`src/rtl/r5_input_collector.sv`:
```
// Serial-to-parallel ping-pong collector: packs 5 consecutive complex samples
// into a frame and presents it as 5 parallel operands to the radix-5 butterfly.
module r5_input_collector #(
   parameter int DW  = 32,
   parameter int FCW = 16
) (
   input  logic            clk,
   input  logic            rst_n,
   input  logic            in_valid,
   output logic            in_ready,
   input  logic [DW-1:0]   in_re,
   input  logic [DW-1:0]   in_img,
   output logic            out_valid,
   input  logic            out_ready,
   output logic [5*DW-1:0] out_re,
   output logic [5*DW-1:0] out_img,
   output logic [FCW-1:0]  frame_cnt
);

   logic [DW-1:0] bank_re [2][5];
   logic [DW-1:0] bank_im [2][5];
   logic [1:0]    full;
   logic          wr_bank;
   logic          rd_bank;
   logic [2:0]    wr_cnt;

   logic wr_fire;
   logic rd_fire;
   logic wr_last;

   // Handshake readiness depends only on registered state, so there is no
   // combinational path from in_valid/out_ready to the ready/valid outputs.
   assign in_ready  = ~full[wr_bank];
   assign out_valid = full[rd_bank];

   assign wr_fire = in_valid & in_ready;
   assign rd_fire = out_valid & out_ready;
   assign wr_last = (wr_cnt == 3'd4);

   always_comb begin
      out_re  = '0;
      out_img = '0;
      for (int k = 0; k < 5; k++) begin
         out_re[DW*k +: DW]  = bank_re[rd_bank][k];
         out_img[DW*k +: DW] = bank_im[rd_bank][k];
      end
   end

   // A write needs ~full and a read needs full, so the two never hit the same
   // bank in one cycle and both full-bit updates can be applied independently.
   always_ff @(posedge clk or negedge rst_n) begin
      if (!rst_n) begin
         full      <= 2'b00;
         wr_bank   <= 1'b0;
         rd_bank   <= 1'b0;
         wr_cnt    <= 3'd0;
         frame_cnt <= '0;
      end else begin
         if (wr_fire) begin
            if (wr_last) begin
               full[wr_bank] <= 1'b1;
               wr_cnt        <= 3'd0;
               wr_bank       <= ~wr_bank;
            end else begin
               wr_cnt <= wr_cnt + 3'd1;
            end
         end
         if (rd_fire) begin
            full[rd_bank] <= 1'b0;
            rd_bank       <= ~rd_bank;
            frame_cnt     <= frame_cnt + 1'b1;
         end
      end
   end

   always_ff @(posedge clk or negedge rst_n) begin
      if (!rst_n) begin
         for (int b = 0; b < 2; b++) begin
            for (int k = 0; k < 5; k++) begin
               bank_re[b][k] <= '0;
               bank_im[b][k] <= '0;
            end
         end
      end else if (wr_fire) begin
         bank_re[wr_bank][wr_cnt] <= in_re;
         bank_im[wr_bank][wr_cnt] <= in_img;
      end
   end

endmodule

```
`config.mk`:
```
export PLATFORM = sky130hd
export DESIGN_NAME = r5_input_collector
export DESIGN_NICKNAME = d
export VERILOG_FILES = /design/src/rtl/r5_input_collector.sv
export SDC_FILE = /design/constraint.sdc
export NUM_CORES = 1
export LEC_CHECK = 0
export ABC_AREA = 1
export BUFFER_PORTS_ARGS = -buffer_cell sky130_fd_sc_hd__buf_4
export CORE_MARGIN = 5
export CORE_UTILIZATION = 52
export DETAILED_ROUTE_END_ITERATION = 10
export PLACE_DENSITY_LB_ADDON = 0.05
export REMOVE_ABC_BUFFERS = 1
export SLEW_MARGIN = 20
export SYNTH_ARGS = -nofsm -noshare
export SYNTH_HDL_FRONTEND = slang
export SYNTH_SLANG_ARGS = --single-unit
```
`constraint.sdc`:
```
create_clock -name clk -period 2.75 [get_ports clk]
set_input_delay 0.1375 -clock clk [delete_from_list [all_inputs] [get_ports clk]]
set_output_delay 0.1375 -clock clk [all_outputs]
set_load 0.01 [all_outputs]
```
==> results.txt, run 1 <==
- The flow ran to the end, and the final reports show no timing, DRC or antenna violations.
- The design draws roughly 0.046 W.
- For the worst flop-to-flop path, the logic depth is 7.
- Final Cell Area: 0.0358 mm²
- Most frequently used flop master after synthesis: sky130_fd_sc_hd__dfrtp_1
* Fraction of synthesized cell area taken by the top area cell type: 0.569
- Final estimated routing congestion in global placement: 0.809
- Entering global routing, the biggest net connects approximately 210 pins.
- The repair_antennas step left the layout with diodes totalling 0.
- The routed design has 91500 µm of wire.
- The mapped netlist covers ~0.03 mm².
* Cell type contributing the most total cell area after synthesis: sky130_fd_sc_hd__dfrtp_1
- Number of nets with antenna violations after routing: 0
* Cts bufs inserted: 71
- Share of the core filled with cells in the final layout: 0.648
- Period minus WS final: about 2.7 ns
* Fill cell total of the finished layout: roughly 4800
- After the last flow step, the layout net total stands at 4076.
- Max transition margin: 0.167
- In this run, synthesis produced a sequential element count of ~660.
* Global-route wire length before repair: 142000 µm
* Max clock buf depth: 3
- Hpwl dp: 56500 µm
- Sum Neg Setup Slack: 0 ns
* CP max stage delay: approximately 0.63 ns
* Worst Path Required: 2.61 ns
* Average routed wire per standard cell: 19.1 µm
- Die boundary width: 247 µm
- CTS saw 663 sinks.
* Starting utilization of the core area: 0.528
* Clock-pin slew of the registers on the worst-case setup and hold paths: 0.06 ns
- Fraction of registers with async set or reset after synthesis: 1.00
- Chain of cells forming the critical path: buf_12 -> nand2_1 -> nand2_1 -> buf_4
- Overall overflow remaining after global route: 0
* Vias after detailed routing: ~26000
- During synthesis, Yosys emitted a total of 0 warnings.
- Clock skew on the completed layout was measured at 0.0136 ns.
- Number of buffers and inverters on the critical path: 2
- Static leakage: about 19 nW
- Of the cells placed in the final design, the portion with a size suffix greater than 1 is 0.161.
- Clock tree from TritonCTS: done
- Once the clock tree was built, the setup fixing pass inserted 0 buffers.
* List of most frequent post-synthesis cells: sky130_fd_sc_hd__nand2_1 (1924), sky130_fd_sc_hd__dfrtp_1 (663), sky130_fd_sc_hd__o21ai_0 (579)
* Worst VDD drop: about 0.00085 V
* Part of the cycle the worst path needs: 0.976
* Vias in the first global route: 24600
- Among the stages of the critical path, the cell type that occurs most often is sky130_fd_sc_hd__nand2_1.
- The min-delay analysis places its worst path in the category primary input to async pin.
* Timing-limited maximum frequency: 373 MHz
- The initial antenna violation count came to 1.
- Number of setup violations in the final report: 0
- In this run the power density over the cells is 1270 mW/mm².
- Counting flops with a built-in enable in the synthesized netlist gives 0.
- STA classifies the critical path endpoint as an output pin.
- The largest individual stage delay along the critical path comes from the cell sky130_fd_sc_hd__buf_12.
- Number of distinct library cells after synthesis: 30
- Total routing usage reported by global routing: 0.296
* Placed standard-cell area: 0.0330 mm²
- Largest fanout on the critical path: 212
* Y dimension of the die: 247 µm
- The worst setup path is launched from a flip-flop.
* Most frequent cell after synthesis: sky130_fd_sc_hd__nand2_1
- slightly above 400 I/O pins were placed.
- CP Depth: 4
- Number of buffers inserted by port buffering: 405
- Total die area: 0.0610 mm²
* Area overhead of the layout relative to synthesis: 22.7%
- Fraction of the yosys area taken by sequential cells: 0.569
* Clk Latency, worst-skew pair: 0.59 ns
- The first detailed-routing pass took 5 iterations.
- After detailed routing, the number of remaining DRC violations is 0.
- Via/cell ratio: 5.34
- Cell Rows: 86
- Sorting the synthesized cells by area gives the leading types as sky130_fd_sc_hd__dfrtp_1 (57%), sky130_fd_sc_hd__nand2_1 (25%), sky130_fd_sc_hd__o21ai_0 (9.9%), sky130_fd_sc_hd__o21ai_2 (1.8%), sky130_fd_sc_hd__buf_2 (1.6%).
- Number of maximum-capacitance violations: 0
* Dominant delay contributor by cell family on the critical path: buffers and inverters
- After technology mapping, the gate count stands at between 3000 and 4000.
- Final hold violation count: 0
- The core region is 0.0553 mm².
* Average footprint of a synthesized cell: 8.04 µm²
- Slew Viols, Final: 0
- Start-to-end type of the worst setup path: flip-flop to output pin
* Worst endpoint data arrival time: 2.55 ns
- For this block, the initial DRC count from the detailed router was 2252.
* Worst slew pin tran: 1.25 ns
* Number of levels in the clock H-tree: 3
- The root buffer cell chosen for the clock tree is sky130_fd_sc_hd__clkbuf_16.
==> state kept, by name (all words and copies together) (netlist names) <==
signal and count:
full 2, wr_bank 1, bank_im 320, bank_re 320, wr_cnt 3, frame_cnt 16, rd_bank 1
==> per-layer routing <==
metal / global-route usage / wire (µm)
met5: 0 / 13
met4: 0.106 / 3530
met3: 0.0609 / 7370
met2: 0.460 / 42600
met1: 0.418 / 37900
==> through the flow <==
step                      setup WS [ns]  hold slack, ns  cells
after floorplan                   -8.95          -0.158   3390
after global placement            0.584           0.181   4614
after detailed placement          0.480           0.202   4614
after CTS                        0.0397           0.168   4797
after global routing            -0.0491           0.207   4798
final                            0.0671           0.157   4798
==> final timing paths <==
check | from | end | slack [ns]
setup reg to reg | wr_bank | bank_re[315] | 0.39
hold / removal | rst_n | bank_im[152] | 0.16
max in group asynchronous | rst_n | bank_re[175] | 1.54
setup / recovery | rd_bank | out_re[93] | 0.07
min in group clk | out_ready | frame_cnt[10] | 0.21
hold reg to reg | bank_re[66] | bank_re[66] | 0.48
==> cells by family (layout without fill, tap and decap cells) <==
| family | Yosys count | count (layout) | synth area share |
|---|---|---|---|
| AO/OA/AOI/OAI | 649 | 649 | 0.119 |
| adder cells (fa/ha/maj) | 3 | 3 | 0.00129 |
| AND/OR/NAND/NOR | 1980 | 1980 | 0.258 |
| XOR/XNOR | 7 | 7 | 0.00210 |
| buffers and inverters | 327 | 748 | 0.0509 |
| flip-flops | 663 | 663 | 0.569 |
==> report_power, final <==
part           internal, W  switching (W)  total, W
Clock              0.00515        0.00374   0.00890
Sequential          0.0142        0.00232    0.0165
Combinational      0.00772         0.0125    0.0202
==> cells in the final DEF (no fill, tap or decap), types with 4 or more instances in the layout <==
cell type                       netlist  final
sky130_fd_sc_hd__o21ai_2             60     60
sky130_fd_sc_hd__nand2_4              0      5
sky130_fd_sc_hd__inv_1               84     84
sky130_fd_sc_hd__nand3_1             13     13
sky130_fd_sc_hd__o21ai_0            579    579
sky130_fd_sc_hd__dlygate4sd3_1        0     65
sky130_fd_sc_hd__dfrtp_1            663    662
sky130_fd_sc_hd__clkbuf_1           119     24
sky130_fd_sc_hd__o21ai_1              5      5
sky130_fd_sc_hd__buf_12               0     28
sky130_fd_sc_hd__nand2_2              1      4
sky130_fd_sc_hd__nand2_1           1924   1915
sky130_fd_sc_hd__xor2_1               5      5
sky130_fd_sc_hd__clkbuf_16            0     74
sky130_fd_sc_hd__nand4_1              6      6
sky130_fd_sc_hd__clkbuf_8             0     11
sky130_fd_sc_hd__nor2_4               4      4
sky130_fd_sc_hd__nor2_1              22     22
sky130_fd_sc_hd__buf_4                4    443
sky130_fd_sc_hd__clkinv_2             0      9
==> area by class of cell <==
cell class / instances / area [µm²] / share of cell area
multi-input combinational: 2639 / 11200 / 0.312
clock buffer: 108 / 2070 / 0.0577
tap: 748 / 936 / 0.0261
inverter: 88 / 345 / 0.00964
sequential: 663 / 16600 / 0.463
clock inverter: 10 / 53.8 / 0.00150
timing repair buffer: 542 / 4650 / 0.130
==> repair_timing <==
| action | CTS | global route |
|---|---|---|
| hold endpoints to repair | 693 | 0 |
| gates resized for setup | 0 | 4 |
| setup endpoints to repair | 0 | 73 |
| hold buffers | 65 | 0 |
==> worst register-to-register path, delay by kind of cell (launching register included) <==
kind	cells	cell delay (ns)
buf+inv	3	1.05
flops	1	0.50
simple gates	3	0.40
compound gates	1	0.35
Power figures use the tool's default switching activity.
==> run 2: changes to the inputs <==
--- a/config.mk
+++ b/config.mk
@@ -5,7 +5,6 @@
 export SDC_FILE = /design/constraint.sdc
 export NUM_CORES = 1
 export LEC_CHECK = 0
-export ABC_AREA = 1
 export BUFFER_PORTS_ARGS = -buffer_cell sky130_fd_sc_hd__buf_4
 export CORE_MARGIN = 5
 export CORE_UTILIZATION = 52
==> run 2 against run 1 <==
Net effect:
- sequential share of layout area increased by 0.13 points
- synthesized area decreased by 1.8%
- clock power increased by 5.6%
- clock skew increased by 0.0014 ns
- cell count decreased by 36%
- largest cell class unchanged
==> results.txt, run 2 <==
- Starting utilization of the core area: 0.522 (-0.00546)
* Chain of cells forming the critical path: buf_12 -> buf_4 -> mux2_2 -> buf_4
- Topmost layer with routed signal wires: met4
* Cells taking the most area after synthesis: sky130_fd_sc_hd__dfrtp_1 (58%), sky130_fd_sc_hd__mux2_2 (37%), sky130_fd_sc_hd__buf_2 (1.0%), sky130_fd_sc_hd__mux2_1 (0.94%), sky130_fd_sc_hd__buf_1 (0.92%)
- The share of final-layout standard cells stronger than drive strength 1 was 0.644 (+0.483).
* Number of gates given a new drive strength after cts: 0 (unchanged)
* Number of antenna violations at the first check in global routing: 0 (-1)
- Average routed wire per standard cell: 23.5 µm (+23%)
* CP max stage delay: 0.65 ns (+0.02 ns)
* Largest fanout on the critical path: 36 (-83%)
- Worst r2r dst: bank_re[42]
- The number of nets in the layout came to 2379 (-42%).
* Via/cell ratio: 5.52 (+3.5%)
- The wire length the detailed router placed on met1 is 31300 µm (-17%).
- Number of buffers inserted by port buffering: 405 (unchanged)
- Worst reg2reg setup slack: 0.55 ns (+0.16 ns)
- I/O Pins: 406 (unchanged)
* Fill cell total of the finished layout: 4032 (-15%)
- The maximum clock path buffer count was 3 (unchanged).
- The total of warnings raised by yosys was 0 (unchanged).
- The number of setup buffers added after CTS was 0 (unchanged).
- The share of the yosys chip area belonging to registers is 0.579 (+0.0105).
- Overall overflow remaining after global route: 0 (unchanged)
* Placed standard-cell area: 0.0327 mm² (-0.81%)
* Fraction of registers with async set or reset after synthesis: 1.00 (unchanged)
- The count of buffer and inverter cells on the critical path is 3 (+1).
- Length in cells of the worst reg-to-reg path: 5 (-2)
* Post-synthesis sequential element count: 663 (unchanged)
* Worst endpoint data arrival time: 2.37 ns (-0.18 ns)
* Clock tree from TritonCTS: done
* Cts bufs inserted: 71 (unchanged)
* Number of distinct library cells after synthesis: 32 (+6.7%)
- The worst hold slack was 0.0852 ns (-0.0717 ns).
* Part of the cycle the worst path needs: 0.914 (-0.0620)
* List of most frequent post-synthesis cells: sky130_fd_sc_hd__mux2_2 (939), sky130_fd_sc_hd__dfrtp_1 (663), sky130_fd_sc_hd__buf_1 (70)
- The weighted congestion reported at the end of routability-driven placement was 0.813 (+0.42%).
* Max transition margin: 0.611 (+0.444)
- Most frequent cell after synthesis: sky130_fd_sc_hd__mux2_2
- From synthesis to final layout, the design area changed by 24.7%.
- Clock-pin slew of the registers on the worst-case setup and hold paths: 0.06 ns (about the same)
- Start-to-end type of the worst setup path: flip-flop to output pin
* R2R Path Start: full[1]
* Worst Path Required: 2.61 ns (about the same)
- Unrepaired setup endpoints after global routing: no
- Vias after detailed routing: 16900 (-34%)
- The number of H-tree branching levels came to 3 (unchanged).
* Worst VDD drop: 0.000791 V (-6.9%)
* Number of nets with antenna violations after routing: 0 (unchanged)
- Average footprint of a synthesized cell: 15.3 µm² (+91%)
* CTS sink count: 663 (unchanged)
- In this design, the largest share of critical-path delay is due to buffers and inverters.
* Element type at the critical path end: output pin
* Period minus WS final: 2.51 ns (-0.171 ns)
- CP Depth: 4 (unchanged)
- The tree is rooted in a sky130_fd_sc_hd__clkbuf_16.
- Remaining design rule violation count: 0 (unchanged)
- The final non-filler cell area came to 0.0357 mm² (-0.28%).
- The maximum clock skew at final layout is 0.0150 ns (+0.00140 ns).
- Power per Cell Area: 1310 mW/mm² (+2.6%)
* Aggregate routed wire length: 71900 µm (-21%)
- The total die area is 0.0599 mm² (-1.7%).
- The number of standard-cell rows in the floorplan was 86 (unchanged).
- Y dimension of the die: 245 µm (-0.87%)
- Mapped cell area: 0.0287 mm² (-1.8%)
* Number of maximum-capacitance violations: 0 (unchanged)
- Number of setup violations in the final report: 0 (unchanged)
- The timing-limited maximum frequency was 398 MHz (+6.8%).
- The most used flip-flop cell after synthesis is sky130_fd_sc_hd__dfrtp_1.
- The hold buffer count at cts was 67 (+3.1%).
- The die boundary width is 245 µm (-0.87%).
- Placeable core region: 0.0549 mm² (-0.78%)
- The DRC marker count from the first detailed-route iteration is 664 (-71%).
* TritonRoute pass-1 iters: 4 (-1)
- The largest registers in the layout are bank_im (320), bank_re (320), frame_cnt (16).
- Global-route wire length before repair: 112000 µm (-21%)
- The worst hold path belongs to the class primary input to async pin.
* Slowest cell on crit path: sky130_fd_sc_hd__dfrtp_4
- Post-Place Setup Slack: 0.535 ns (+0.0544 ns)
- The area share of the leading cell type in the synthesized netlist is 0.579 (+0.0105).
* Final hold violation count: 0 (unchanged)
* WL met3: 3630 µm (-51%)
- Slew Viols, Final: 0 (unchanged)
- The final worst slack is 0.238 ns (+0.171 ns).
- The maximum number of pins on one net before global-route repair is 63 (-70%).
* Static leakage: 16.7 nW (-12%)
* Routed met2 length: 34700 µm (-19%)
- Clk Latency, worst-skew pair: 0.59 ns (about the same)
- Most Frequent Cell on Critical Path: sky130_fd_sc_hd__buf_4
- Most common cell after layout, fill and taps aside: sky130_fd_sc_hd__mux2_2
* Highest-count cells in the layout ignoring fill and taps: sky130_fd_sc_hd__mux2_2 (939), sky130_fd_sc_hd__dfrtp_1 (662), sky130_fd_sc_hd__buf_4 (436), sky130_fd_sc_hd__clkbuf_16 (75), sky130_fd_sc_hd__dlygate4sd3_1 (67)
* Number of enable-type register cells in the synthesized netlist: 0 (unchanged)
- Vias in the first global route: 18500 (-25%)
- Total routing usage reported by global routing: 0.240 (-0.0560)
- Worst slew pin tran: 0.583 ns (-0.665 ns)
- Number of standard cells after synthesis: 1869 (-48%)
- The final setup TNS came to 0 ns (unchanged).
- Of all cell types, the one taking the most synthesized area is sky130_fd_sc_hd__dfrtp_1.
- Outcome: completed
* Critical Path Source Type: flip-flop
- The post-DP HPWL is 45600 µm (-19%).
## run 2: cell types whose count changed after synthesis, sizes merged, moves of 4 or more
cell,previous run,this run
xnor2,2,13
nor2,28,4
mux2,0,963
clkbuf,119,37
nand2,1925,11
o21ai,644,4
buf,120,127
and3,1,5
inv,88,3
## run 2: logic make-up (layout without fill, tap and decap cells)
family	count (synthesis)	after routing	share of synthesized area
compound gates	10	10	0.00214
simple gates	47	47	0.00974
fa+ha+maj	3	3	0.00131
mux	964	964	0.379
flops	663	663	0.579
xor+xnor	15	15	0.00459
buf+inv	167	658	0.0244
other cells	0	1	0
## run 2: through the flow
stage | total power [W] | cells | utilization
after global placement | 0.0370 | 2872 | 0.596
final | 0.0467 | 3065 | 0.651
after global routing | 0.0493 | 3064 | 0.651
after detailed placement | 0.0376 | 2872 | 0.596
after CTS | 0.0472 | 3064 | 0.651
after floorplan | 0.0265 | 1705 | -
## run 2: metal layers
metal / vias to the layer above / GRT usage
met5: - / 0
li1: 7555 / -
met2: 342 / 0.387
met3: 110 / 0.0538
met1: 8923 / 0.328
met4: 0 / 0.0757
## run 2: layout make-up
cell class / instances / area (µm²) / area share
diodes: 1 / 2.50 / 0.0000701
clock buffers: 110 / 2180 / 0.0610
clock inverters: 15 / 136 / 0.00382
inverters: 3 / 11.3 / 0.000315
multi-input cells: 1039 / 11400 / 0.320
flip-flops and latches: 663 / 16600 / 0.465
well taps: 704 / 881 / 0.0247
repair buffers: 530 / 4480 / 0.125
## run 2: where the power goes
| group | switching (W) | leakage, nW | internal, W |
|---|---|---|---|
| registers | 0.00222 | 8.25 | 0.0144 |
| logic | 0.00892 | 7.35 | 0.0118 |
| clock network | 0.00377 | 1.15 | 0.00563 |
## run 2: worst max-delay path by stage
stage	start	to
floorplan	rd_bank	frame_cnt[14]
global placement	full[1]	bank_im[37]
detailed placement	full[1]	bank_re[41]
CTS	rd_bank	out_img[147]
global route	rd_bank	out_img[51]
finish	rd_bank	out_re[99]
==> run 3: changes to the inputs <==
--- a/config.mk
+++ b/config.mk
@@ -9,6 +9,7 @@
 export CORE_MARGIN = 5
 export CORE_UTILIZATION = 52
 export DETAILED_ROUTE_END_ITERATION = 10
+export GPL_TIMING_DRIVEN = 0
 export PLACE_DENSITY_LB_ADDON = 0.05
 export REMOVE_ABC_BUFFERS = 1
 export SLEW_MARGIN = 20
==> run 3 against run 2 <==
Net effect:
- cell area increased by 0.76%
- worst hold slack gained 0.10 ns
- non-clock buffer count shrank 2
- clock power down 2.4%
- count of clock-buffer cells in the layout is 3 lower
- global-route usage down 0.29 points
- utilization up 0.49 points
- fmax down 4.3%
- critical path depth is 1 higher
- sequential power hardly changed
- largest cell class unchanged
- largest power group unchanged
==> results.txt, run 3 (synthesis gave the netlist of run 2 again) <==
- Outcome: completed
- Clock tree root buffer cell: sky130_fd_sc_hd__clkbuf_16
- Final hold violation count: 0 (unchanged)
- Die boundary width: 245 µm (unchanged)
- Maximum number of pins on one net before global-route repair: 105 (+67%)
- The iteration count of the initial detailed-routing pass is 6 (+2).
- Placeable core region: 0.0549 mm² (unchanged)
- Maximum clock skew at final layout: 0.0145 ns (-0.000477 ns)
- The post-DP HPWL came to 47300 µm (+3.7%).
* Y dimension of the die: 245 µm (unchanged)
* Worst Path Required: 2.61 ns (about the same)
* Aggregate routed wire length: 71800 µm (-0.13%)
- The maximum fanout encountered on the critical timing path was 50 (+39%).
- Max clock buf depth: 3 (unchanged)
- Highest-count cells in the layout ignoring fill and taps: sky130_fd_sc_hd__mux2_2 (939), sky130_fd_sc_hd__dfrtp_1 (662), sky130_fd_sc_hd__buf_4 (410), sky130_fd_sc_hd__clkbuf_16 (73), sky130_fd_sc_hd__dlygate4sd3_1 (68)
- The switching power of the nets was 0.0150 W (+0.63%).
- The CTS sink count came to 663 (unchanged).
- Number of nets with antenna violations after routing: 0 (unchanged)
- Leaving out fill and tap cells, the most frequent cell in the layout is sky130_fd_sc_hd__mux2_2.
- Layout cells sized above 1: 0.646 (+0.00149)
- Power per Cell Area: 1300 mW/mm² (-0.53%)
- The final critical-path required period was 2.63 ns (+0.113 ns).
* Vias after detailed routing: 16800 (-0.77%)
- Start-to-end type of the worst setup path: flip-flop to output pin
- Portion of total power attributed to combinational logic: 0.451 (+0.008)
- The final routed wire length divided by cell count is 23.5 µm (about the same).
- The initial core utilization was 0.522 (unchanged).
- The number of standard cells in the layout, taps in and fillers out is 3061 (-0.13%).
* Total die area: 0.0599 mm² (unchanged)
* Fill cell total of the finished layout: 3999 (-0.82%)
* Clk Latency, worst-skew pair: 0.60 ns (about the same)
- The overall global routing resource usage was 0.237 (-0.00294).
* Number of maximum-capacitance violations: 0 (unchanged)
* Vias in the first global route: 18200 (-1.2%)
- Number of levels in the clock H-tree: 3 (unchanged)
* I/O Pins: 406 (unchanged)
* Cell Rows: 86 (unchanged)
- Sum Neg Setup Slack: 0 ns (unchanged)
- The number of placed instances with taps included came to 2862 (-0.35%).
* Static leakage: 16.8 nW (+0.45%)
- Placed standard-cell area: 0.0330 mm² (+0.80%)
- Element type at the critical path end: output pin
- The share of total power in sequential cells is 0.353 (-0.003).
- Final estimated routing congestion in global placement: 0.766 (-5.7%)
* Largest registers in the final layout: bank_im (320), bank_re (320), frame_cnt (16)
- Number of buffers inserted by port buffering: 405 (unchanged)
- Worst endpoint data arrival time: 2.49 ns (+0.12 ns)
* Share of power burned in the clock network: 0.196 (-0.005)
- Layout Nets: 2377 (-0.084%)
- The max-slew violation count was 0 (unchanged).
- Overall overflow remaining after global route: 0 (unchanged)
- The internal power was 0.0318 W (about the same).
* Number of antenna violations at the first check in global routing: 4 (+4)
* Sw Share: 0.321 (+0.00131)
- Number of setup violations in the final report: 0 (unchanged)
- Via/cell ratio: 5.49 (-0.64%)
- TritonCTS built the clock tree.
* Max transition margin: 0.443 (-0.168)
* Unrepaired setup endpoints after global routing: no
* First DRT Iteration DRCs: 672 (+1.2%)
* Timing-limited maximum frequency: 381 MHz (-4.3%)
- Part of the cycle the worst path needs: 0.955 (+0.0410)
- Area overhead of the layout relative to synthesis: 25.6%
* Critical Path Source Type: flip-flop
- Global-route wire length before repair: 110000 µm (-1.5%)
- Final Cell Area: 0.0360 mm² (+0.76%)
* Cts bufs inserted: 71 (unchanged)
- Worst slew pin tran: 0.834 ns (+0.250 ns)
* Remaining design rule violation count: 0 (unchanged)
* Class of the worst hold path: primary input to async pin
- The worst IR drop on VDD is 0.000838 V (+6.0%).
- Clock-pin slew of the registers on the worst-case setup and hold paths: 0.06 ns (about the same)
[run 3: critical path: stages (launching register included)]
cell and delay [ns]:
sky130_fd_sc_hd__dfrtp_4 0.44, sky130_fd_sc_hd__buf_16 0.24, sky130_fd_sc_hd__buf_16 0.31, sky130_fd_sc_hd__buf_16 0.27, sky130_fd_sc_hd__mux2_2 0.40, sky130_fd_sc_hd__buf_4 0.15
[run 3: final cells by class]
type	instances	area (µm²)	share of cell area
Antenna cell	4	10.0	0.000278
Clock buffer	107	2160	0.0602
Clock inverter	13	80.1	0.00223
Inverter	3	11.3	0.000313
Multi-Input combinational cell	1039	11500	0.318
Sequential cell	663	16600	0.461
Tap cell	704	881	0.0245
Timing Repair Buffer	528	4790	0.133
[run 3: final timing paths]
| path | from | endpoint | slack [ns] | cells past startpoint |
|---|---|---|---|---|
| max reg2reg | full[1] | bank_re[75] | 0.20 | 8 |
| min in group clk | out_ready | rd_bank | 0.34 | 3 |
| min reg2reg | frame_cnt[15] | frame_cnt[15] | 0.48 | 1 |
| max in group asynchronous | rst_n | bank_im[37] | 1.29 | 5 |
| min | rst_n | frame_cnt[1] | 0.19 | 3 |
| max | rd_bank | out_re[105] | 0.12 | 5 |
[run 3: what timing repair did]
item,in CTS,in global routing
gates resized for setup,1,1
setup endpoints to repair,119,51
hold buffers,68,0
setup buffers,7,0
pin swaps,2,0
endpoints found under the hold margin,841,0
[run 3: metrics by stage]
step	worst slack, ns	util	hold slack, ns	total power, W
after global placement	-11.17	0.581	0.378	0.0328
after floorplan	-6.13	-	-0.158	0.0265
after global routing	0.0243	0.656	0.220	0.0494
final	0.125	0.656	0.188	0.0468
after detailed placement	-0.0365	0.601	-0.0727	0.0378
after CTS	0.0201	0.656	0.177	0.0474
[run 3: power by group through the flow]
stage / logic [W] / clock network [W] / registers (W)
2_1_floorplan: 0.0103 / 0 / 0.0162
3_5_place_dp: 0.0210 / 0 / 0.0168
5_1_grt: 0.0225 / 0.00980 / 0.0171
6_report: 0.0211 / 0.00917 / 0.0165
3_3_place_gp: 0.0163 / 0 / 0.0165
4_1_cts: 0.0214 / 0.00941 / 0.0165
[run 3: metal layers]
| metal | wire [µm] | vias to the layer above | track usage | share of wire |
|---|---|---|---|---|
| li1 | - | 7540 | - | - |
| met5 | 0 | - | 0 | 0 |
| met2 | 34400 | 358 | 0.384 | 0.48 |
| met3 | 4590 | 122 | 0.0723 | 0.064 |
| met4 | 2270 | 0 | 0.0721 | 0.032 |
| met1 | 30600 | 8780 | 0.311 | 0.43 |
